[src/rtl/avalon_mm_burst_ram_slave_if.sv]
// rtl/avalon_mm_burst_ram_slave_if.sv - Avalon-MM burst bus between master stage and RAM slave
interface avalon_mm_burst_ram_slave_if #(
    parameter int ADDR_W      = 12,
    parameter int DATA_W      = 32,
    parameter int NUM_SYMBOLS = 4,
    parameter int BURST_W     = 4
);
    logic [ADDR_W-1:0]      avs_address;
    logic                   avs_read;
    logic                   avs_write;
    logic [DATA_W-1:0]      avs_writedata;
    logic [NUM_SYMBOLS-1:0] avs_byteenable;
    logic [BURST_W-1:0]     avs_burstcount;
    logic                   avs_waitrequest;
    logic [DATA_W-1:0]      avs_readdata;
    logic                   avs_readdatavalid;

    modport master (
        output avs_address, avs_read, avs_write, avs_writedata, avs_byteenable, avs_burstcount,
        input  avs_waitrequest, avs_readdata, avs_readdatavalid
    );

    modport slave (
        input  avs_address, avs_read, avs_write, avs_writedata, avs_byteenable, avs_burstcount,
        output avs_waitrequest, avs_readdata, avs_readdatavalid
    );
endinterface

[src/rtl/avalon_mm_burst_ram_slave.sv]
// rtl/avalon_mm_burst_ram_slave.sv - burst-capable Avalon-MM RAM slave with fixed-latency reads
module avalon_mm_burst_ram_slave #(
    parameter int ADDR_W       = 12,
    parameter int DATA_W       = 32,
    parameter int NUM_SYMBOLS  = 4,
    parameter int BURST_W      = 4,
    parameter int DEPTH        = 8,
    parameter int READ_LATENCY = 2
) (
    input  logic                          clock,
    input  logic                          reset_n,
    avalon_mm_burst_ram_slave_if.slave    avs
);
    localparam int OFF_W = $clog2(NUM_SYMBOLS);
    localparam int IDX_W = $clog2(DEPTH);
    localparam int DR_W  = BURST_W + 3;

    typedef enum logic [1:0] {IDLE, WR_BURST, RD_BURST} state_t;

    state_t               state_q;
    logic                 waitreq_q;
    logic [DATA_W-1:0]    mem_q [DEPTH];
    logic [IDX_W-1:0]     wr_idx_q;
    logic [IDX_W-1:0]     rd_idx_q;
    logic [BURST_W-1:0]   wr_left_q;
    logic [BURST_W-1:0]   rd_left_q;
    logic [DR_W-1:0]      drain_q;
    logic [READ_LATENCY-1:0] pipe_valid_q;
    logic [DATA_W-1:0]    pipe_data_q [READ_LATENCY];

    logic [IDX_W-1:0]     cmd_idx_d;
    logic [BURST_W-1:0]   burst_len_d;
    logic                 accept_d;
    logic                 do_write_d;
    logic [IDX_W-1:0]     wr_idx_d;
    logic                 rd_start_d;
    logic                 rd_issue_d;
    logic [IDX_W-1:0]     rd_idx_d;
    logic [DATA_W-1:0]    wr_word_d;

    // Offset bits and bits above the span only alias; they never select storage.
    logic unused_addr_bits;
    assign unused_addr_bits = ^{avs.avs_address[ADDR_W-1:OFF_W+IDX_W], avs.avs_address[OFF_W-1:0]};

    always_comb begin
        cmd_idx_d   = avs.avs_address[OFF_W+IDX_W-1:OFF_W];
        burst_len_d = (avs.avs_burstcount == '0) ? BURST_W'(1) : avs.avs_burstcount;
        accept_d    = (state_q == IDLE) && !waitreq_q;
        do_write_d  = avs.avs_write && (accept_d || (state_q == WR_BURST));
        wr_idx_d    = (state_q == IDLE) ? cmd_idx_d : wr_idx_q;
        rd_start_d  = accept_d && !avs.avs_write && avs.avs_read;
        rd_issue_d  = rd_start_d || ((state_q == RD_BURST) && (rd_left_q != '0));
        rd_idx_d    = rd_start_d ? cmd_idx_d : rd_idx_q;
        wr_word_d   = mem_q[wr_idx_d];
        for (int b = 0; b < NUM_SYMBOLS; b++) begin
            if (avs.avs_byteenable[b]) begin
                wr_word_d[8*b +: 8] = avs.avs_writedata[8*b +: 8];
            end
        end
    end

    always_ff @(posedge clock or negedge reset_n) begin
        if (!reset_n) begin
            state_q      <= IDLE;
            waitreq_q    <= 1'b1;
            wr_idx_q     <= '0;
            rd_idx_q     <= '0;
            wr_left_q    <= '0;
            rd_left_q    <= '0;
            drain_q      <= '0;
            pipe_valid_q <= '0;
            for (int i = 0; i < DEPTH; i++) begin
                mem_q[i] <= '0;
            end
            for (int k = 0; k < READ_LATENCY; k++) begin
                pipe_data_q[k] <= '0;
            end
        end else begin
            if (do_write_d) begin
                mem_q[wr_idx_d] <= wr_word_d;
            end

            // The first beat is read on the accepting edge so beat 0 lands exactly READ_LATENCY cycles later.
            pipe_valid_q[0] <= rd_issue_d;
            if (rd_issue_d) begin
                pipe_data_q[0] <= mem_q[rd_idx_d];
            end
            for (int k = 1; k < READ_LATENCY; k++) begin
                pipe_valid_q[k] <= pipe_valid_q[k-1];
                if (pipe_valid_q[k-1]) begin
                    pipe_data_q[k] <= pipe_data_q[k-1];
                end
            end

            case (state_q)
                IDLE: begin
                    waitreq_q <= 1'b0;
                    if (accept_d && avs.avs_write) begin
                        if (burst_len_d > BURST_W'(1)) begin
                            wr_idx_q  <= cmd_idx_d + IDX_W'(1);
                            wr_left_q <= burst_len_d - BURST_W'(1);
                            state_q   <= WR_BURST;
                        end
                    end else if (rd_start_d) begin
                        rd_idx_q  <= cmd_idx_d + IDX_W'(1);
                        rd_left_q <= burst_len_d - BURST_W'(1);
                        drain_q   <= DR_W'(READ_LATENCY) + DR_W'(burst_len_d) - DR_W'(1);
                        waitreq_q <= 1'b1;
                        state_q   <= RD_BURST;
                    end
                end
                WR_BURST: begin
                    if (avs.avs_write) begin
                        wr_idx_q  <= wr_idx_q + IDX_W'(1);
                        wr_left_q <= wr_left_q - BURST_W'(1);
                        if (wr_left_q == BURST_W'(1)) begin
                            state_q <= IDLE;
                        end
                    end
                end
                RD_BURST: begin
                    if (rd_left_q != '0) begin
                        rd_idx_q  <= rd_idx_q + IDX_W'(1);
                        rd_left_q <= rd_left_q - BURST_W'(1);
                    end
                    // drain_q counts the stalled cycles until the last beat has been presented.
                    if (drain_q == DR_W'(1)) begin
                        waitreq_q <= 1'b0;
                        state_q   <= IDLE;
                    end else begin
                        drain_q <= drain_q - DR_W'(1);
                    end
                end
                default: begin
                    state_q   <= IDLE;
                    waitreq_q <= 1'b0;
                end
            endcase
        end
    end

    assign avs.avs_waitrequest   = waitreq_q;
    assign avs.avs_readdata      = pipe_data_q[READ_LATENCY-1];
    assign avs.avs_readdatavalid = pipe_valid_q[READ_LATENCY-1];
endmodule
[src/flat_wrapper.sv]
// flat-port wrapper written by rule: the top's interface ports become plain ports
module avalon_mm_burst_ram_slave_flat 
#(
    parameter int ADDR_W       = 12,
    parameter int DATA_W       = 32,
    parameter int NUM_SYMBOLS  = 4,
    parameter int BURST_W      = 4,
    parameter int DEPTH        = 8,
    parameter int READ_LATENCY = 2
)
  (clock, reset_n, avs_avs_address, avs_avs_read, avs_avs_write, avs_avs_writedata, avs_avs_byteenable, avs_avs_burstcount, avs_avs_waitrequest, avs_avs_readdata, avs_avs_readdatavalid);
  avalon_mm_burst_ram_slave_if #(.ADDR_W(ADDR_W), .DATA_W(DATA_W), .NUM_SYMBOLS(NUM_SYMBOLS), .BURST_W(BURST_W)) avs_i ();
  input  logic clock;
  input  logic reset_n;
  input wire logic [$bits(avs_i.avs_address)-1:0] avs_avs_address;
  input wire logic [$bits(avs_i.avs_read)-1:0] avs_avs_read;
  input wire logic [$bits(avs_i.avs_write)-1:0] avs_avs_write;
  input wire logic [$bits(avs_i.avs_writedata)-1:0] avs_avs_writedata;
  input wire logic [$bits(avs_i.avs_byteenable)-1:0] avs_avs_byteenable;
  input wire logic [$bits(avs_i.avs_burstcount)-1:0] avs_avs_burstcount;
  output wire logic [$bits(avs_i.avs_waitrequest)-1:0] avs_avs_waitrequest;
  output wire logic [$bits(avs_i.avs_readdata)-1:0] avs_avs_readdata;
  output wire logic [$bits(avs_i.avs_readdatavalid)-1:0] avs_avs_readdatavalid;
  assign avs_i.avs_address = avs_avs_address;
  assign avs_i.avs_read = avs_avs_read;
  assign avs_i.avs_write = avs_avs_write;
  assign avs_i.avs_writedata = avs_avs_writedata;
  assign avs_i.avs_byteenable = avs_avs_byteenable;
  assign avs_i.avs_burstcount = avs_avs_burstcount;
  assign avs_avs_waitrequest = avs_i.avs_waitrequest;
  assign avs_avs_readdata = avs_i.avs_readdata;
  assign avs_avs_readdatavalid = avs_i.avs_readdatavalid;
  avalon_mm_burst_ram_slave #(.ADDR_W(ADDR_W), .DATA_W(DATA_W), .NUM_SYMBOLS(NUM_SYMBOLS), .BURST_W(BURST_W), .DEPTH(DEPTH), .READ_LATENCY(READ_LATENCY)) u_core (.clock(clock), .reset_n(reset_n), .avs(avs_i));
endmodule
[config.mk]
export PLATFORM = sky130hd
export DESIGN_NAME = avalon_mm_burst_ram_slave_flat
export DESIGN_NICKNAME = d
export VERILOG_FILES = /design/src/rtl/avalon_mm_burst_ram_slave_if.sv /design/src/rtl/avalon_mm_burst_ram_slave.sv /design/src/flat_wrapper.sv
export SDC_FILE = /design/constraint.sdc
export NUM_CORES = 1
export LEC_CHECK = 0
export BUFFER_PORTS_ARGS = -buffer_cell sky130_fd_sc_hd__buf_2
export CORE_MARGIN = 2
export CORE_UTILIZATION = 25
export DETAILED_ROUTE_END_ITERATION = 7
export MAX_ROUTING_LAYER = met4
export PLACE_DENSITY = 0.41
export SLEW_MARGIN = 20
export SYNTH_ARGS = -nofsm -noshare
export SYNTH_HDL_FRONTEND = slang
export SYNTH_SLANG_ARGS = --single-unit
export TNS_END_PERCENT = 1
[constraint.sdc]
create_clock -name clock -period 4.9 [get_ports clock]
set_input_delay 0.735 -clock clock [delete_from_list [all_inputs] [get_ports clock]]
set_output_delay 0.735 -clock clock [all_outputs]
set_load 0.02 [all_outputs]
==> results.toml <==
[floorplan]
die_h_um = 267
fp-row-count = 96
start_util = 0.252
die_area_sq_um = 71300
die_width_um = 267
io_pins = 90
coreArea_sq_um = 68600

[yosys]
synthTopCellsByCount = "dfrtp_1, nand2_1, o21ai_1"
syn-cell-area_sq_um = 17300
synth.area.top_cells = "dfrtp_1, nand2_1, mux2_2"
yosys.area.top_type_share = 0.499
yosysSeqAreaShare = 0.501
ys.warnings.count = 0
ys_ff_latch = 346
synthArstFlopShare = 1.00
synth_most_common_cell = "dfrtp_1"
synth_fa_ha_area_frac = 0.00941
syn_nets = 1779
avgSynthCellArea_sq_um = 10.1
synth_edf_count = 0
synthMuxAreaShare = 0.108
synth_xor_area_frac = 0.00253
synth-compound-area-share = 0.231
synthCells = 1710
yosysUniqueCellTypes = 61
yosys.area.top_type = "dfrtp_1"
ys.flop_type = "dfrtp_1"
yosys.area_share.simple = 0.0918
synth_top_family_by_area = "compound AO/OA/AOI/OAI gates"

[power_and_ir_drop]
power_density_nw_per_um2 = 761
p_clk_frac = 0.214
finalPower_mw = 15.1
sw_frac_of_total = 0.433
p_int_mw = 8.59
leakage_nw = 8.66
ir_drop_v = 0.000687
p_seq_frac = 0.351
comb_power_share = 0.435
power.switching_mw = 6.56

[cts]
cts_buffers = 43
cts_tree = "done"
htree_levels = 2
clk_path_buf_depth = 3
postCtsHoldBufs = 0
insertion_delay_ns = 0.58
clk_pin_slew_ns = 0.06
postCtsSetupBuffers = 0
cts_sinks = 346
cts_root_buffer = "clkbuf_16"
cts-resized-gates = 0

[worst_setup_path]
worstSetupPathType = "flip-flop to flip-flop"
r2r_start = "u_core.state_q[1]"
reg2reg_to = "u_core.mem_q[80]"
critPathRequiredTime_ns = 5.42
rr_worst_depth = 7
startpoint_type = "flip-flop"
cp-end-kind = "flip-flop"
cp_max_fo = 38
cp.arrival_ns = 3.75
rrSetupSlack_ns = 1.67

[placement]
dp_hpwl_um = 31600
place_congestion = 0.731
dpl-instance-area_sq_um = 18400
numPlacedInstances = 2578
numPortBuffers = 80

[global_routing]
use_met2 = 0.272
grt_max_degree = 110
met3_usage = 0.0248
grt_pass1_vias = 13904
grt-busiest-layer = "met2"
grt_antenna_before_repair = 1
use_met1 = 0.217
grt_pass1_wl_um = 88500
grt-ovfl-total = 0
grt_usage = 0.168

[timing]
report.final.slew_viol_count = 0
setup_violations = 0
worstMarginPinSlew_ns = 1.08
final_hold_viol_count = 0
max_slew_margin = 0.282
max_freq_ghz = 0.310
finalCritPeriodShare = 0.659
fin_tns_setup_ns = 0
period_needed_ns = 3.23
rsz0062_at_grt = "false"
fin_skew_ns = 0.0254

[route]
detail_route.wl_per_cell_um = 21.7
first_iter_violations = 838
vias_per_cell = 5.07
ant_nets = 0
drt_wl_total_um = 57600
vias = 13456
dr.pass1.iters = 5
drc = 0

[cells_and_area]
n_antenna_cell = 0
stdcell_count = 2656
fin_area_sq_um = 19900
final_core_util = 0.290
syn_to_final_growth_pct = 15.1
nets = 1761
fillers = 7168
drive_above_1_share = 0.192

[worst_hold_path]
hp-class = "primary input to asynchronous set/reset pin"

[status]
status = "finished clean"

[run]
max_cap_violations = 0
layout by cell type (no fill, tap or decap), types with 4 or more instances in the layout:
cell,instances
o22ai_2,25
nor3b_1,4
clkbuf_8,17
ha_1,13
o21ai_1,173
nand2b_2,4
buf_12,9
a221oi_1,64
mux2i_1,87
nand2_2,4
a211o_1,32
nand2_1,305
o22ai_1,33
buf_4,26
inv_1,18
nand3_1,6
o221ai_1,64
a31oi_1,14
a21oi_1,69
clkbuf_16,43
clkinv_2,10
dfrtp_1,344
o31ai_1,4
o21ai_0,50
a211oi_1,32
nor3_1,8
o22a_1,8
nor2_1,30
mux2_2,88
buf_2,79
nand2b_1,5
area by class of cell:
class                      count  area, sq um  area share
clock buffer                  62         1320      0.0662
clock inverter                16          136     0.00685
inverter                      18         67.6     0.00340
multi-input combinational   1168         7770       0.390
sequential                   346         8660       0.435
tap                          931         1160      0.0585
timing repair buffer         115          786      0.0395
flip-flops by register name (all words and copies together) (netlist names):
name and cells:
u_core.wr_left_q 4, u_core.rd_idx_q 3, u_core.rd_left_q 4, u_core.state_q 2, u_core.avs.avs_waitrequest 1, u_core.drain_q 7, u_core.pipe_valid_q 2, u_core.wr_idx_q 3
u_core.avs.avs_readdata 32, u_core.mem_q 256, u_core.pipe_data_q 32
layer usage:
metal | wire length [um] | vias up | share of wire
li1 | - | 6284 | -
met1 | 26100 | 6755 | 0.45
met2 | 27600 | 330 | 0.48
met3 | 2440 | 87 | 0.042
met4 | 1480 | 0 | 0.026
met5 | 0 | - | 0
kinds of logic (layout without fill, tap and decap cells):
family          Yosys count  after routing
fa+ha+maj                13             13
flops                   346            346
compound gates          589            589
simple gates            385            385
xor+xnor                  5              5
mux                     176            176
buf+inv                 196            211
power by group through the flow:
stage,registers [mW],logic [mW],clock network [mW]
2_1_floorplan,4.96,4.93,0
3_3_place_gp,5.33,6.56,0
3_5_place_dp,5.37,6.64,0
4_1_cts,5.32,6.64,3.34
5_1_grt,5.52,7.26,3.47
6_report,5.32,6.58,3.24
critical path: stages, from the launching register on:
cell and delay [ns]:
dfrtp_1 0.58, nor2_4 0.13, o21ai_4 0.84, buf_4 0.65, a221oi_1 0.17, o221ai_1 0.24, o22a_1 0.34, mux2_2 0.21
stage by stage:
stage               hold slack [ns]  setup WS (ns)
floorplan                     0.352           2.42
global placement              0.471           1.40
detailed placement            0.475           1.39
CTS                           0.218           1.69
global route                  0.247           1.40
finish                        0.207           1.67
worst max-delay path by stage:
stage,startpoint,to,slack [ns],depth (start not counted)
floorplan,avs_avs_address[4],u_core.mem_q[190],2.42,10
global placement,avs_avs_address[4],u_core.mem_q[162],1.40,8
detailed placement,avs_avs_address[4],u_core.mem_q[17],1.39,8
CTS,u_core.state_q[0],u_core.mem_q[49],1.69,7
global route,u_core.state_q[1],u_core.mem_q[194],1.40,7
finish,u_core.state_q[1],u_core.mem_q[80],1.67,7
Note: power is estimated with default switching activity, not from simulation.
